File: src/rtl/fp32_pkg.sv
// Shared binary32 types, constants and operand classification for the
// sequential divider.
package fp32_pkg;

    localparam logic [31:0] QNAN       = 32'h7FC00000;
    localparam int          EXP_BIAS   = 127;
    localparam int          MANT_W     = 23;
    localparam int          EXP_W      = 8;
    localparam int          LATENCY    = 28;
    localparam int          DIV_CYCLES = LATENCY - 2;

    typedef struct packed {
        logic              sign;
        logic [EXP_W-1:0]  exp;
        logic [MANT_W-1:0] frac;
    } fp32_t;

    typedef enum logic [1:0] {
        IDLE   = 2'd0,
        UNPACK = 2'd1,
        DIV    = 2'd2,
        ROUND  = 2'd3
    } state_t;

    typedef struct packed {
        logic is_zero;
        logic is_inf;
        logic is_nan;
    } fp_class_t;

    // A zero exponent field counts as zero, so input denormals flush here.
    function automatic fp_class_t classify(input fp32_t x);
        fp_class_t c;
        c.is_zero = (x.exp == '0);
        c.is_inf  = (x.exp == '1) && (x.frac == '0);
        c.is_nan  = (x.exp == '1) && (x.frac != '0);
        return c;
    endfunction

endpackage

File: src/rtl/fdiv_core_if.sv
// Start/done handshake bundle between the divider and its requester.
// start is sampled only while busy=0; done is a one-cycle pulse after which
// result/flags stay valid until the next done or reset.
interface fdiv_core_if;
    logic        start;
    logic [31:0] a;
    logic [31:0] b;
    logic        busy;
    logic        done;
    logic [31:0] result;
    logic [4:0]  flags;

    modport master (output start, a, b, input busy, done, result, flags);
    modport slave  (input start, a, b, output busy, done, result, flags);
endinterface

File: src/rtl/fp32_round_pack.sv
// Combinational back end: normalise the raw quotient, round to nearest even,
// select special-case results and pack binary32 plus exception flags.
module fp32_round_pack
    import fp32_pkg::*;
(
    input  logic              i_sign,
    input  logic signed [9:0] i_exp,
    input  logic [25:0]       i_quot,
    input  logic              i_rem_nz,
    input  fp_class_t         i_cls_a,
    input  fp_class_t         i_cls_b,
    output logic [31:0]       o_result,
    output logic [4:0]        o_flags
);

    logic [25:0]       w_norm_q;
    logic signed [9:0] w_exp0;
    logic [23:0]       w_mant;
    logic              w_guard;
    logic              w_sticky;
    logic              w_rnd_up;
    logic [24:0]       w_mant_r;
    logic              w_carry;
    logic [22:0]       w_frac;
    logic signed [9:0] w_exp_f;
    fp32_t             w_pack;

    assign w_norm_q = i_quot[25] ? i_quot : {i_quot[24:0], 1'b0};
    assign w_exp0   = i_quot[25] ? i_exp : i_exp - 10'sd1;
    assign w_mant   = w_norm_q[25:2];
    assign w_guard  = w_norm_q[1];
    assign w_sticky = w_norm_q[0] | i_rem_nz;
    assign w_rnd_up = w_guard & (w_sticky | w_mant[0]);
    assign w_mant_r = {1'b0, w_mant} + {24'd0, w_rnd_up};
    // A carry out of rounding leaves mantissa 1.000..., one binade up.
    assign w_carry  = w_mant_r[24];
    assign w_frac   = w_carry ? w_mant_r[23:1] : w_mant_r[22:0];
    assign w_exp_f  = w_exp0 + (w_carry ? 10'sd1 : 10'sd0);
    assign w_pack   = '{sign: i_sign, exp: w_exp_f[7:0], frac: w_frac};

    always_comb begin
        o_result = 32'd0;
        o_flags  = 5'd0;
        if (i_cls_a.is_nan || i_cls_b.is_nan ||
            (i_cls_a.is_zero && i_cls_b.is_zero) ||
            (i_cls_a.is_inf && i_cls_b.is_inf)) begin
            o_result = QNAN;
            o_flags  = 5'b10000;
        end else if (i_cls_a.is_inf) begin
            o_result = {i_sign, 8'hFF, 23'd0};
        end else if (i_cls_b.is_inf) begin
            o_result = {i_sign, 31'd0};
        end else if (i_cls_b.is_zero) begin
            o_result = {i_sign, 8'hFF, 23'd0};
            o_flags  = 5'b01000;
        end else if (i_cls_a.is_zero) begin
            o_result = {i_sign, 31'd0};
        end else if (w_exp_f >= 10'sd255) begin
            o_result = {i_sign, 8'hFF, 23'd0};
            o_flags  = 5'b00101;
        end else if (w_exp_f <= 10'sd0) begin
            o_result = {i_sign, 31'd0};
            o_flags  = 5'b00011;
        end else begin
            o_result = w_pack;
            o_flags  = {4'b0000, w_guard | w_sticky};
        end
    end

endmodule

File: src/rtl/fdiv_core.sv
// Fixed-latency binary32 divider: one unpack cycle, 26 restoring iterations,
// one round/pack cycle, then a done pulse.
module fdiv_core
    import fp32_pkg::*;
(
    input  logic      clk,
    input  logic      rst,
    fdiv_core_if.slave bus,
    output state_t    o_dbg_state
);

    state_t            r_state;
    state_t            w_next_state;
    fp32_t             r_a;
    fp32_t             r_b;
    logic              r_sign;
    logic signed [9:0] r_exp;
    fp_class_t         r_cls_a;
    fp_class_t         r_cls_b;
    logic [23:0]       r_mb;
    logic [24:0]       r_rem;
    logic [25:0]       r_quot;
    logic [4:0]        r_cnt;
    logic              r_done;
    logic [31:0]       r_result;
    logic [4:0]        r_flags;

    logic              w_ge;
    logic [24:0]       w_sub;
    logic [24:0]       w_sel;
    logic [31:0]       w_pack_result;
    logic [4:0]        w_pack_flags;

    always_ff @(posedge clk or posedge rst) begin
        if (rst) r_state <= IDLE;
        else     r_state <= w_next_state;
    end

    always_comb begin
        w_next_state = r_state;
        case (r_state)
            IDLE:    if (bus.start) w_next_state = UNPACK;
            UNPACK:  w_next_state = DIV;
            DIV:     if (r_cnt == 5'(DIV_CYCLES - 1)) w_next_state = ROUND;
            ROUND:   w_next_state = IDLE;
            default: w_next_state = IDLE;
        endcase
    end

    always_comb begin
        bus.busy    = (r_state != IDLE);
        o_dbg_state = r_state;
    end

    // Partial remainder stays below 2*mb, so 25 bits hold it between steps.
    assign w_ge  = (r_rem >= {1'b0, r_mb});
    assign w_sub = r_rem - {1'b0, r_mb};
    assign w_sel = w_ge ? w_sub : r_rem;

    always_ff @(posedge clk or posedge rst) begin
        if (rst) begin
            r_a      <= '0;
            r_b      <= '0;
            r_sign   <= 1'b0;
            r_exp    <= '0;
            r_cls_a  <= '0;
            r_cls_b  <= '0;
            r_mb     <= '0;
            r_rem    <= '0;
            r_quot   <= '0;
            r_cnt    <= '0;
            r_done   <= 1'b0;
            r_result <= '0;
            r_flags  <= '0;
        end else begin
            r_done <= 1'b0;
            case (r_state)
                IDLE: begin
                    if (bus.start) begin
                        r_a <= bus.a;
                        r_b <= bus.b;
                    end
                end
                UNPACK: begin
                    r_sign  <= r_a.sign ^ r_b.sign;
                    r_exp   <= 10'(r_a.exp) - 10'(r_b.exp) + 10'(EXP_BIAS);
                    r_cls_a <= classify(r_a);
                    r_cls_b <= classify(r_b);
                    r_mb    <= {1'b1, r_b.frac};
                    r_rem   <= {2'b01, r_a.frac};
                    r_quot  <= '0;
                    r_cnt   <= '0;
                end
                DIV: begin
                    r_quot <= {r_quot[24:0], w_ge};
                    r_rem  <= w_sel << 1;
                    r_cnt  <= r_cnt + 5'd1;
                end
                ROUND: begin
                    r_result <= w_pack_result;
                    r_flags  <= w_pack_flags;
                    r_done   <= 1'b1;
                end
                default: ;
            endcase
        end
    end

    fp32_round_pack u_round_pack (
        .i_sign   (r_sign),
        .i_exp    (r_exp),
        .i_quot   (r_quot),
        .i_rem_nz (|r_rem),
        .i_cls_a  (r_cls_a),
        .i_cls_b  (r_cls_b),
        .o_result (w_pack_result),
        .o_flags  (w_pack_flags)
    );

    assign bus.done   = r_done;
    assign bus.result = r_result;
    assign bus.flags  = r_flags;

endmodule

File: src/flat_wrapper.sv
// flat-port wrapper written by rule: the top's interface ports become plain ports
module fdiv_core_flat import fp32_pkg::*;
  (clk, rst, o_dbg_state, bus_start, bus_a, bus_b, bus_busy, bus_done, bus_result, bus_flags);
  fdiv_core_if bus_i ();
  input  logic clk;
  input  logic rst;
  output state_t o_dbg_state;
  input wire logic [$bits(bus_i.start)-1:0] bus_start;
  input wire logic [$bits(bus_i.a)-1:0] bus_a;
  input wire logic [$bits(bus_i.b)-1:0] bus_b;
  output wire logic [$bits(bus_i.busy)-1:0] bus_busy;
  output wire logic [$bits(bus_i.done)-1:0] bus_done;
  output wire logic [$bits(bus_i.result)-1:0] bus_result;
  output wire logic [$bits(bus_i.flags)-1:0] bus_flags;
  assign bus_i.start = bus_start;
  assign bus_i.a = bus_a;
  assign bus_i.b = bus_b;
  assign bus_busy = bus_i.busy;
  assign bus_done = bus_i.done;
  assign bus_result = bus_i.result;
  assign bus_flags = bus_i.flags;
  fdiv_core u_core (.clk(clk), .rst(rst), .bus(bus_i), .o_dbg_state(o_dbg_state));
endmodule
File: config.mk
export PLATFORM = sky130hd
export DESIGN_NAME = fdiv_core_flat
export DESIGN_NICKNAME = d
export VERILOG_FILES = /design/src/rtl/fp32_pkg.sv /design/src/rtl/fdiv_core_if.sv /design/src/rtl/fp32_round_pack.sv /design/src/rtl/fdiv_core.sv /design/src/flat_wrapper.sv
export SDC_FILE = /design/constraint.sdc
export NUM_CORES = 1
export LEC_CHECK = 0
export CAP_MARGIN = 20
export CORE_MARGIN = 1
export CORE_UTILIZATION = 63
export DETAILED_ROUTE_END_ITERATION = 12
export GPL_TIMING_DRIVEN = 0
export PLACE_DENSITY = 0.85
export SLEW_MARGIN = 20
export SYNTH_ARGS = -nofsm -noshare
export SYNTH_HDL_FRONTEND = slang
export SYNTH_SLANG_ARGS = --single-unit
File: constraint.sdc
create_clock -name clk -period 18.3 [get_ports clk]
set_clock_uncertainty 0.15 [all_clocks]
set_input_delay 1.83 -clock clk [delete_from_list [all_inputs] [get_ports clk]]
set_output_delay 1.83 -clock clk [all_outputs]
set_load 0.1 [all_outputs]
==> impl_metrics.toml, run 1 <==
[synth]
synthAdderAreaFrac = 0.04986
ys_top_cells_by_area = "dfrtp_1 42%, mux2_2 6.8%, o21ai_0 4.8%, ha_1 4.6%, inv_1 3.2%"
synth_most_common_cell = "dfrtp_1"
syn-num-nets = 1353
synthXorXnorAreaFrac = 0.03972
synth_top_area_cell = "dfrtp_1"
ys_seq_area_frac = 0.4246
ys.flop_type = "dfrtp_1"
synth_cells = 1240
synth_cell_types = 80
synth_edf_count = 0
syn_area_um2 = 11850
ys_ff_latch = 201
synth_compound_area_frac = 0.1887
synthArstFlopShare = 1.000
synth_common_cells = "201 x dfrtp_1, 113 x o21ai_0, 102 x inv_1, 102 x nand2_1, 72 x mux2_2"
muxShareOfSynthArea = 0.09042
yosysWarnings = 0
syn_area_per_cell_um2 = 9.553
yosys.area_share.simple = 0.1530
synth_top_family_by_area = "compound AO/OA/AOI/OAI gates"
synth_top_area_frac = 0.4246

[final_layout]
antennaDiodeCount = 0
final_net_count = 1485
drive_gt1_frac = 0.1037
fin_area_um2 = 13950
final_core_util = 0.7663
area_delta_synth_final_pct = 17.80
finalNonFillerCells = 1617

[route]
viasPerCell = 6.416
vias = 10374
post-route-drc-count = 7
drt-pass1-iter-count = 10
ant_nets = 0
wl_um = 31650
drtIter0Drc = 887
wl_per_cell_um = 19.57

[grt]
grt_max_degree = 104
grt.busiest_layer = "met2"
grt_pass1_vias = 10160
grt-ovfl-total = 0
use_met1 = 0.4151
grt_first_pass_wirelength_um = 51110
antenna_found_initial = 0
grtUsageTotal = 0.3324
grtUsageMet2 = 0.5494
grt_use_met3 = 0.05352

[place]
place_area_um2 = 13240
dp.final_hpwl_um = 22930
numPortBuffers = 107
post-place-ws_ps = 11360
gp_congestion = 0.9352
dp_cells = 1577

[cts]
cts_max_level = 1
cts_buffers = 22
root_buffer = "clkbuf_16"
cts.clk_slew.worst_paths_ps = 60
clock_sinks = 201
cts_resized = 0
insertion_delay_ps = 520
hold_buffers = 0
clk_path_buf_depth = 3
cts_tree = "yes"
cts_setup_buffers = 0

[floorplanning]
fp.dieW_um = 139.1
rows = 49
coreArea_um2 = 18210
fp.dieH_um = 139.1
ios = 108
initial_utilization = 0.6505
die_area_um2 = 19350

[worst_setup_path]
crit_chain = "buf_6, buf_6, clkbuf_1, buf_1, clkbuf_1, nand2_1, o21ai_0, ha_1, nand3_1, nor2_1, nand3b_1, nor3_1, nand2_1, nor2_1, ha_1, o31a_1, nand3_1, or3b_1, xor2_1, a41oi_4, nor2b_4, nand3_2, buf_6, o32ai_2"
cpMostUsedCell = "buf_6"
cpPeakStageDelay_ps = 580
path_buf_inv = 6
endpoint_kind = "flip-flop"
critical_path.top_delay_family = "simple AND/OR/NAND/NOR gates"
critPathLaunchType = "flip-flop"
cp.required_ps = 18570
cp.arrival_ps = 7400
worstSetupPathType = "reg -> reg"
crit_fanout = 10
reg2reg_setup_slack_ps = 11170
cp_slowest_cell = "clkbuf_1"

[pwr]
vdd_drop_max_uv = 197.8
p_sw_mw = 1.334
power_frac_comb = 0.574
swShare = 0.4736
seq_power_share = 0.271
design_power_total_mw = 2.817
power.density_nw_per_um2 = 201.9
pwr-share-clk = 0.154
internal-power_mw = 1.483
leakagePower_nw = 5.723

[timing]
final_hold_viol_count = 0
slew_headroom = 0.3429
setup_ws_ps = 11170
finalCriticalPeriod_ps = 7131
tns_ps = 0
rsz0062_at_grt = "no"
slew_violations = 0
setup_viol = 0
min_period_over_period = 0.3897
tightest_slew_ps = 982.6
fmax_ghz = 0.1402
hold_ws_ps = 336.5

[worst_hold_path]
hold_class = "reg -> reg"

[run]
cap_violations = 0

[status]
violations = "design-rule violations"
outcome = "finished, violations left"
power groups by stage:
stage               registers, mW  logic (mW)  clock network (mW)
global route                0.781        1.76               0.452
floorplan                   0.846        1.10                   0
detailed placement          0.763        1.58                   0
finish                      0.764        1.62               0.435
global placement            0.757        1.53                   0
CTS                         0.759        1.60               0.437
cells by family (layout without fill, tap and decap cells):
kind of cell,Yosys count,in the layout
flops,201,201
buf+inv,160,308
simple gates,353,353
xor+xnor,52,52
fa+ha+maj,46,46
mux,98,98
compound gates,330,330
sequential cells by signal, indices dropped and copies added, names as in the netlist:
name / count
u_core.bus.result: 32
u_core.r_a: 32
u_core.r_b: 32
u_core.r_quot: 26
u_core.r_rem: 25
u_core.r_mb: 24
u_core.r_exp: 10
u_core.bus.flags: 5
u_core.r_cnt: 5
u_core.r_cls_a: 3
u_core.r_cls_b: 3
u_core.o_dbg_state: 2
u_core.bus.done: 1
u_core.r_sign: 1
cell usage in the layout (no fill, tap or decap), drive strengths merged, types with 5 or more instances in the layout:
| cell | netlist | layout |
|---|---|---|
| dfrtp | 201 | 201 |
| o21ai | 113 | 113 |
| clkdlybuf4s50 | 0 | 107 |
| inv | 102 | 103 |
| nand2 | 102 | 102 |
| clkbuf | 47 | 80 |
| mux2 | 72 | 72 |
| a21oi | 62 | 62 |
| nor2 | 59 | 59 |
| nand3 | 51 | 51 |
| ha | 44 | 44 |
| nor4 | 36 | 36 |
| xnor2 | 32 | 32 |
| mux2i | 26 | 26 |
| nor3 | 23 | 23 |
| a21o | 21 | 21 |
| xor2 | 19 | 19 |
| o2bb2ai | 17 | 17 |
| a22oi | 15 | 15 |
| o32ai | 15 | 15 |
| nand4 | 14 | 14 |
| a31oi | 13 | 13 |
| nor2b | 11 | 11 |
| buf | 10 | 11 |
| and2 | 10 | 10 |
| o211ai | 10 | 10 |
| a211oi | 9 | 9 |
| nand3b | 8 | 8 |
| or3 | 8 | 8 |
| and3 | 7 | 7 |
| o31ai | 5 | 5 |
| nor3b | 5 | 5 |
| nand2b | 5 | 5 |
| clkinv | 1 | 5 |
worst paths after layout:
| kind | to | startpoint | depth (start not counted) |
|---|---|---|---|
| max in group asynchronous | u_core.bus.result[26] | rst | 3 |
| worst max register to register | u_core.bus.result[14] | u_core.r_quot[25] | 24 |
| worst max-delay path | u_core.bus.result[14] | u_core.r_quot[25] | 24 |
| worst min register to register | u_core.bus.result[21] | u_core.bus.result[21] | 1 |
| worst min-delay path | u_core.bus.result[21] | u_core.bus.result[21] | 1 |
| min in group asynchronous | u_core.r_a[7] | rst | 2 |
routing by layer:
metal / part of all wire / wire length (µm) / vias up
li1: - / - / 4766
met1: 0.39 / 12480 / 5007
met2: 0.48 / 15140 / 477
met3: 0.071 / 2257 / 124
met4: 0.056 / 1772 / 0
met5: 0 / 0 / -
final cells by class:
class	instances	area, µm²
multi-input cells	879	6185
flip-flops and latches	201	5030
fillers	1253	4255
repair buffers	108	1099
clock buffers	33	663.1
inverters	103	394.1
well taps	229	286.5
plain buffers	57	250.2
clock inverters	7	46.29
(Power assumes the default switching activity.)
==> run 2: changes to the inputs <==
--- a/config.mk
+++ b/config.mk
@@ -7,10 +7,10 @@
 export LEC_CHECK = 0
 export CAP_MARGIN = 20
 export CORE_MARGIN = 1
-export CORE_UTILIZATION = 63
+export CORE_UTILIZATION = 59
 export DETAILED_ROUTE_END_ITERATION = 12
 export GPL_TIMING_DRIVEN = 0
-export PLACE_DENSITY = 0.85
+export PLACE_DENSITY = 0.81
 export SLEW_MARGIN = 20
 export SYNTH_ARGS = -nofsm -noshare
 export SYNTH_HDL_FRONTEND = slang
==> constraint.sdc (replaced) <==
create_clock -name clk -period 6.7 [get_ports clk]
set_clock_uncertainty 0.15 [all_clocks]
set_input_delay 0.67 -clock clk [delete_from_list [all_inputs] [get_ports clk]]
set_output_delay 0.67 -clock clk [all_outputs]
set_load 0.1 [all_outputs]
==> run 2 against run 1 <==
- clock-buffer cell count shrank 6
- worst hold slack got worse by 18 ps
- the run now ends clean
- wire length is 2.7% lower
- cell count rose by 2.2%
==> impl_metrics.toml, run 2 (synthesis gave the netlist of run 1 again) <==
[status]
outcome = "completed"

[final_layout]
antennaDiodeCount = 0
area.sequential_um2 = 5030
finalNonFillerCells = 1652
drive_gt1_frac = 0.1081
multi_input_area_um2 = 6185
fin_area_um2 = 14090
final_net_count = 1485
fillCellCount = 1460
area_delta_synth_final_pct = 18.95
final_common_cell = "dfrtp_1"
final_cell_mix = "201 x dfrtp_1, 113 x o21ai_0, 107 x clkdlybuf4s50_1"

[grt]
grt-ovfl-total = 0
grt_max_degree = 81
grt_first_pass_wirelength_um = 49760
antenna_found_initial = 0
grt_pass1_vias = 9886
grtUsageTotal = 0.3082

[cts]
clock_sinks = 201
cts_buffers = 23
root_buffer = "clkbuf_16"
cts_max_level = 1
hold_buffers = 0
clk_path_buf_depth = 3
cts.clk_slew.worst_paths_ps = 60
cts_tree = "yes"
insertion_delay_ps = 520

[route]
wl_um = 30800
wl_per_cell_um = 18.64
post-route-drc-count = 0
ant_nets = 0
viasPerCell = 6.100
drtIter0Drc = 741
vias = 10077
drt-pass1-iter-count = 5

[timing]
slew_violations = 0
setup_viol = 0
min_period_over_period = 0.8843
tightest_slew_ps = 982.9
slew_headroom = 0.3427
finalCriticalPeriod_ps = 5925
rsz0062_at_grt = "no"
final_hold_viol_count = 0
fmax_ghz = 0.1688

[worst_setup_path]
cp.arrival_ps = 6180
reg2reg_setup_slack_ps = 780
reg2reg_to = "u_core.bus.result[3]"
crit_start = "u_core.r_quot[25]"
critPathLaunchType = "flip-flop"
reg2reg_depth = 22
rr_startpoint = "u_core.r_quot[25]"
endpoint_kind = "flip-flop"
crit_fanout = 28
worstSetupPathType = "reg -> reg"
cp.required_ps = 6960

[pwr]
design_power_total_mw = 7.763
power.density_nw_per_um2 = 551.0
vdd_drop_max_uv = 440.2
leakagePower_nw = 5.767

[place]
dp.final_hpwl_um = 22740
dp_cells = 1614
numPortBuffers = 107
gp_congestion = 0.9604
place_area_um2 = 13320

[worst_hold_path]
holdPathEnd = "u_core.r_mb[23]"
hold-path-cell-count = 1
hold_class = "reg -> reg"
hold_start = "u_core.r_mb[23]"

[floorplanning]
initial_utilization = 0.6046
coreArea_um2 = 19590
die_area_um2 = 20650
rows = 51
fp.dieW_um = 143.7
fp.dieH_um = 143.7
ios = 108

[run]
cap_violations = 0
-- run 2: cell types whose count changed in the layout (fill, tap and decap cells not counted) --
cell        change
buf_16          +1
bufinv_16       +3
inv_6           +3
inv_8           -1
clkbuf_1        -6
clkbuf_2        +1
clkbuf_8        -2
buf_1           -1
clkinvlp_4      +1
-- run 2: layout make-up --
type	count	share of cell area
sequential	201	0.3570
tap	265	0.02353
multi-input combinational	879	0.4389
buffer	55	0.01732
inverter	103	0.02797
timing repair buffer	109	0.07992
clock buffer	27	0.04405
clock inverter	13	0.01128
-- run 2: what timing repair did --
item                                    CTS  global route
endpoints found under the setup margin   28             5
resized for setup                         1             0
setup buffers                             0             0
pin swaps                                 0             0
hold endpoints to repair                  0             0
-- run 2: metrics by stage --
step	utilization	hold WS (ps)	worst slack, ps	setup TNS [ps]
after global placement	0.6762	305.9	-2029	-405050
after detailed placement	0.6798	304.1	-204.4	-4279
final	0.7192	318.6	775.3	0
after floorplan	-	286.8	397.6	0
after CTS	0.7194	325.9	440.1	0
after global routing	0.7192	341.4	467.0	0
-- run 2: worst max-delay path by stage --
stage                            end  slack (ps)  cells after the start
3_5_place_dp    u_core.bus.result[3]        -200                     24
4_1_cts         u_core.bus.result[3]         440                     23
3_3_place_gp   u_core.bus.result[29]       -2030                      2
2_1_floorplan        u_core.bus.done         400                      1
6_report        u_core.bus.result[3]         780                     22
5_1_grt        u_core.bus.result[11]         470                     22
-- run 2: routing by layer --
| metal | vias up | track usage | wire [µm] |
|---|---|---|---|
| li1 | 4757 | - | - |
| met1 | 4838 | 0.3893 | 12830 |
| met2 | 393 | 0.5314 | 14850 |
| met3 | 89 | 0.04665 | 1935 |
| met4 | 0 | 0.1198 | 1173 |
| met5 | - | 0 | 0 |
-- run 2: critical path: stages, from the launching register on --
cell,delay (ps)
dfrtp_1,460
buf_6,200
buf_6,270
clkbuf_2,340
nand2_1,90
o21ai_0,100
ha_1,260
nand3_1,120
nor2_1,160
nand3b_1,240
nor3_1,400
nand2_1,190
nor2_1,280
ha_1,250
ha_1,250
nand4_1,300
mux2_2,380
a31oi_2,340
nor4_2,150
nor2b_4,170
nand3_2,180
buf_6,270
o32ai_2,270
-- run 2: power by group --
group	switching, mW	internal, mW
clock	0.512	0.780
sequential	0.413	1.67
combinational	2.69	1.70
total	3.62	4.14
